===== config.mk =====
export PLATFORM = sky130hd
export DESIGN_NAME = decode_stage
export DESIGN_NICKNAME = d
export VERILOG_FILES = /design/src/rtl/decode_stage_pkg.sv /design/src/rtl/decode_stage_reg_file.sv /design/src/rtl/decode_stage.sv
export SDC_FILE = /design/constraint.sdc
export NUM_CORES = 1
export LEC_CHECK = 0
export BUFFER_PORTS_ARGS = -buffer_cell sky130_fd_sc_hd__buf_2
export CAP_MARGIN = 30
export CORE_AREA = 5 5 142 144
export DETAILED_ROUTE_END_ITERATION = 8
export DIE_AREA = 0 0 147 149
export GPL_ROUTABILITY_DRIVEN = 1
export PLACE_DENSITY = 0.71
export SYNTH_ARGS = -nofsm -noshare
export SYNTH_HDL_FRONTEND = slang
export SYNTH_SLANG_ARGS = --single-unit

===== constraint.sdc =====
create_clock -name clk -period 6.9 [get_ports clk]
set_clock_uncertainty 0.1 [all_clocks]
set_input_delay 1.38 -clock clk [delete_from_list [all_inputs] [get_ports clk]]
set_output_delay 1.38 -clock clk [all_outputs]
set_load 0.1 [all_outputs]

===== src/rtl/decode_stage_pkg.sv =====
// decode_stage_pkg: instruction field positions, control-word bit indices and the bubble constant
package decode_stage_pkg;
    localparam int CTRL_W        = 8;
    localparam int CTRL_MEMREAD  = 0;
    localparam int CTRL_REGWRITE = 1;
    localparam int RD_LSB        = 8;
    localparam int RS_LSB        = 5;
    localparam int RT_LSB        = 2;
    localparam int IMM_W         = 5;
    localparam logic [CTRL_W-1:0] BUBBLE = '0;

    function automatic logic [15:0] signExtImm(input logic [IMM_W-1:0] imm);
        return {{(16-IMM_W){imm[IMM_W-1]}}, imm};
    endfunction
endpackage


===== src/rtl/decode_stage_reg_file.sv =====
// reg_file: 16-bit register file, 2 combinational read ports, 1 write port with write-before-read bypass, r0 = 0
//   clk, rst              clock, synchronous active-high reset (clears every register)
//   wbEn, wbAddr, wbData  write port; writes to r0 are dropped
//   rdAddrA/B, rdDataA/B  read ports
module reg_file #(
    parameter int NREGS = 8
) (
    input  logic        clk,
    input  logic        rst,
    input  logic        wbEn,
    input  logic [2:0]  wbAddr,
    input  logic [15:0] wbData,
    input  logic [2:0]  rdAddrA,
    input  logic [2:0]  rdAddrB,
    output logic [15:0] rdDataA,
    output logic [15:0] rdDataB
);
    logic [15:0] regs [NREGS];
    logic        wr;

    assign wr = wbEn && wbAddr != 3'd0;

    always_ff @(posedge clk) begin
        if (rst) begin
            for (int i = 0; i < NREGS; i++) regs[i] <= '0;
        end else if (wr) begin
            regs[wbAddr] <= wbData;
        end
    end

    assign rdDataA = rdAddrA == 3'd0 ? '0 : (wr && wbAddr == rdAddrA) ? wbData : regs[rdAddrA];
    assign rdDataB = rdAddrB == 3'd0 ? '0 : (wr && wbAddr == rdAddrB) ? wbData : regs[rdAddrB];
endmodule


===== src/rtl/decode_stage.sv =====
// decode_stage: register read, immediate sign-extension, load-use hazard detection and the decode pipeline register
//   NextPCIn, InstructIn, CtrlIn  fetch register outputs and decoded control word (bit0 MemRead, bit1 RegWrite)
//   UsesRs, UsesRt                instruction reads rs / rt
//   Flush, ExtStall               kill decode / hold decode register (Flush wins)
//   WbEn, WbAddr, WbData          register file writeback port
//   Stall                         combinational load-use stall back to fetch
//   NextPCOut..CtrlOut            registered decode results for execute; CtrlOut = 0 is a bubble
module decode_stage #(
    parameter int CTRL_W = decode_stage_pkg::CTRL_W,
    parameter int NREGS  = 8
) (
    input  logic              clk,
    input  logic              rst,
    input  logic [15:0]       NextPCIn,
    input  logic [15:0]       InstructIn,
    input  logic [CTRL_W-1:0] CtrlIn,
    input  logic              UsesRs,
    input  logic              UsesRt,
    input  logic              Flush,
    input  logic              ExtStall,
    input  logic              WbEn,
    input  logic [2:0]        WbAddr,
    input  logic [15:0]       WbData,
    output logic              Stall,
    output logic [15:0]       NextPCOut,
    output logic [15:0]       RsData,
    output logic [15:0]       RtData,
    output logic [15:0]       Imm,
    output logic [2:0]        RdOut,
    output logic [CTRL_W-1:0] CtrlOut
);
    import decode_stage_pkg::*;

    logic [2:0]  rdAddr, rsAddr, rtAddr;
    logic [15:0] rsRead, rtRead;
    logic        unusedOpBits;

    assign rdAddr       = InstructIn[RD_LSB +: 3];
    assign rsAddr       = InstructIn[RS_LSB +: 3];
    assign rtAddr       = InstructIn[RT_LSB +: 3];
    assign unusedOpBits = ^InstructIn[15:11];

    reg_file #(.NREGS(NREGS)) regFile (
        .clk(clk), .rst(rst),
        .wbEn(WbEn), .wbAddr(WbAddr), .wbData(WbData),
        .rdAddrA(rsAddr), .rdAddrB(rtAddr),
        .rdDataA(rsRead), .rdDataB(rtRead)
    );

    // A load sitting in the decode register cannot forward in time; the next user must wait one bubble.
    assign Stall = !Flush && CtrlOut[CTRL_MEMREAD] && RdOut != 3'd0 &&
                   ((UsesRs && rsAddr == RdOut) || (UsesRt && rtAddr == RdOut));

    always_ff @(posedge clk) begin
        if (rst) begin
            NextPCOut <= '0;
            RsData    <= '0;
            RtData    <= '0;
            Imm       <= '0;
            RdOut     <= '0;
            CtrlOut   <= CTRL_W'(BUBBLE);
        end else if (Flush || !ExtStall) begin
            NextPCOut <= NextPCIn;
            RsData    <= rsRead;
            RtData    <= rtRead;
            Imm       <= signExtImm(InstructIn[IMM_W-1:0]);
            RdOut     <= rdAddr;
            CtrlOut   <= (Flush || Stall) ? CTRL_W'(BUBBLE) : CtrlIn;
        end
    end
endmodule


==> flow_metrics.env <==
export IMPL_outcome="completed"
export IMPL_wire_per_inst_microns=22.8
export IMPL_syn_avg_cell_area_sq_um=13.6
export IMPL_synthArstFlopShare_pct=0
export IMPL_internal_power_w=0.00195
export IMPL_crit_path_max_fanout=36
export IMPL_timing_max_slew_rel_slack_pct=31.1
export IMPL_cts_buffers_inserted=17
export IMPL_floorplan_die_height_microns=149
export IMPL_cts_post_setup_buffers_inserted=0
export IMPL_routed_via_density=5.88
export IMPL_die_area_sq_um=21900
export IMPL_startpoint_type="input port"
export IMPL_worstPathRequired_ps=5420
export IMPL_global_route_wire_length_before_repair_microns=36900
export IMPL_pin_count_of_the_biggest_net_entering_global_routing=56
export IMPL_final_max_slew_violation_count=0
export IMPL_timing_final_crit_share_pct=68.9
export IMPL_num_fill_cells=1496
export IMPL_worst_endpoint_arrival_ps=3280
export IMPL_crit_type="input port to output port"
export IMPL_pwr_density_cell_nw_per_um2=269
export IMPL_ys_warnings_count=0
export IMPL_post_synth_edffs=128
export IMPL_routabilityCongestion=0.790
export IMPL_tns_ps=0
export IMPL_cts_htree_levels=4
export IMPL_swShare_pct=32.1
export IMPL_power_frac_seq_pct=46.8
export IMPL_vias_in_the_first_global_route=6423
export IMPL_synth_yosys_seq_area_share_pct=55.5
export IMPL_clk_pwr_share_pct=33.5
export IMPL_power_net_switching_w=0.000924
export IMPL_power_frac_comb_pct=19.7
export IMPL_synth_seq_cells=192
export IMPL_vias=6185
export IMPL_cts_hold_fix_buffers=0
export IMPL_worst_margin_pin_slew_ps=1030
export IMPL_io_buffer_count=136
export IMPL_place_detailed_instances=1017
export IMPL_die_width_microns=147
export IMPL_syn_instance_count=677
export IMPL_clk_root_buffer_cell="clkbuf_16"
export IMPL_grt_antenna_before_repair=0
export IMPL_drtPass1Iterations=5
export IMPL_postSynth_topFlopCell="edfxtp_1"
export IMPL_io_pin_count=142
export IMPL_initial_utilization_pct=49.7
export IMPL_worst_ir_drop_on_vdd_v=0.000193
export IMPL_cts_reportedPaths_clkPinSlew_ps=70
export IMPL_critical_path_endpoint_type="output port"
export IMPL_grt_setup_unrepaired="false"
export IMPL_hp_class="register to register"
export IMPL_nNetsFinal=870
export IMPL_whs_ps=352
export IMPL_cts_sinks=192
export IMPL_area_added_between_synthesis_and_finish_pct=15.7
export IMPL_yosysTopAreaCell="edfxtp_1"
export IMPL_first_iter_violations=486
export IMPL_power_static_leakage_nw=4.16
export IMPL_timing_hold_violations_final=0
export IMPL_synth_area_sq_um=9230
export IMPL_globalRoute_totalOverflow=0
export IMPL_insertion_delay_ps=440
export IMPL_ys_top_cells_by_area="edfxtp_1, mux4_2, dfxtp_1"
export IMPL_cts_tree="done"
export IMPL_achievable_frequency_ghz=0.210
export IMPL_yosys_cell_types_count=32
export IMPL_fp_row_count=50
export IMPL_routed_wl_microns=24000
export IMPL_cts_resized=0
export IMPL_track_usage_pct=22.3
export IMPL_cts_buffer_depth=2
export IMPL_core_footprint_sq_um=18600
export IMPL_post_synth_top_area_fraction_pct=41.7
export IMPL_detailed_place_hpwl_microns=14500
export IMPL_finish_cell_count_without_fillers=1052
export IMPL_design_power_total_w=0.00287
export IMPL_drv_max_cap_violation_count=0
export IMPL_post_route_ant_nets=0
export IMPL_post_route_drc_count=0
export IMPL_final_min_clock_period_ps=4760
export IMPL_setup_viol=0
export IMPL_layout_drive_gt1_share_pct=35.4
[sequential cells by signal, summed over array words and instances (netlist names)]
signal and cells:
RsData 16, regFile.regs 128, RtData 16, Imm 5
NextPCOut 16, CtrlOut 8, RdOut 3
[stage by stage]
step           instance area (sq um)  utilization (%)  setup slack, ps
6_report                       10700             57.5             2140
5_1_grt                        10700             57.5             1910
4_1_cts                        10600             57.2             1830
3_5_place_dp                   10100             54.2             1830
3_3_place_gp                   10100             54.2             1940
2_1_floorplan                   9280                -             1440
[cells in the final DEF, fill, tap and decap left out, types with 2 or more instances in the layout]
cell       Yosys  routed
and2_1       144     144
or2_2          7       7
nand2_1       68      68
or3_1          4       4
buf_4         15      15
a2111o_1       2       2
inv_6          0       8
mux2_2        32      32
nor2_1         3       3
or3b_1         2       2
xnor2_1        6       6
edfxtp_1     128     128
conb_1         1      16
inv_8          0       3
nand3_1        2       2
a221o_1       32      32
o21ai_0        8       8
a21oi_1       27      27
and3b_1        2       2
mux4_2        64      64
nand2b_1       3       3
buf_2         10     136
dfxtp_1       64      64
nor3_1         7       7
clkbuf_16      0      18
nand4_1        2       2
xor2_1         4       4
[cells by family after synthesis]
family,count (synthesis),synth area share (%)
flops,192,55.5
compound gates,70,5.71
other cells,1,0.0406
xor+xnor,10,0.949
mux,96,19.5
buf+inv,61,3.39
simple gates,247,14.8
[layer usage]
metal / wire, microns / share of wire (%) / vias up / global-route usage (%)
met5: 0 / 0 / - / 0
met4: 557 / 2.3 / 0 / 7.46
met3: 1740 / 7.3 / 38 / 5.50
met2: 11600 / 48 / 265 / 37.3
met1: 10100 / 42 / 3119 / 28.6
li1: - / - / 2763 / -
[critical path, cell delays in order]
cell and delay (ps):
buf_2 70, buf_4 470, xnor2_1 180, nand4_1 100
a21oi_1 510, buf_2 540
[area by class of cell]
type / count / area [sq um] / share of cell area, %
Sequential cell: 192 / 5120 / 48.0
Multi-Input combinational cell: 439 / 3850 / 36.1
Timing Repair Buffer: 153 / 838 / 7.85
Clock buffer: 17 / 425 / 3.98
Tap cell: 234 / 293 / 2.74
Clock inverter: 15 / 140 / 1.31
Inverter: 1 / 3.75 / 0.0352
Antenna cell: 1 / 2.50 / 0.0234
[path summary, 6_finish.rpt]
path                                                       start                         to  slack [ps]  cells after the start
worst min register to register         NextPCOut[5]$_SDFFE_PP0P_  NextPCOut[5]$_SDFFE_PP0P_         350                      2
worst max-delay path                               InstructIn[3]                      Stall        2140                      6
worst min-delay path                   NextPCOut[5]$_SDFFE_PP0P_  NextPCOut[5]$_SDFFE_PP0P_         350                      2
worst max register to register  regFile.regs[3][5]$_SDFFCE_PN0P_     RsData[5]$_SDFFE_PP0P_        5160                      3
[synthesized netlist by cell type (6+ instances only)]
library cell,n
and2_1,144
edfxtp_1,128
nand2_1,68
dfxtp_1,64
mux4_2,64
a221o_1,32
clkbuf_1,32
mux2_2,32
a21oi_1,27
buf_4,15
buf_2,10
o21ai_0,8
nor3_1,7
or2_2,7
xnor2_1,6
[power by group through the flow]
stage | Sequential, W | Clock [W] | Combinational (W)
floorplan | 0.00158 | 0 | 0.000230
global placement | 0.00136 | 0 | 0.000554
detailed placement | 0.00137 | 0 | 0.000563
CTS | 0.00135 | 0.000973 | 0.000565
global route | 0.00136 | 0.00102 | 0.000589
finish | 0.00135 | 0.000962 | 0.000566
(Power assumes the default switching activity.)
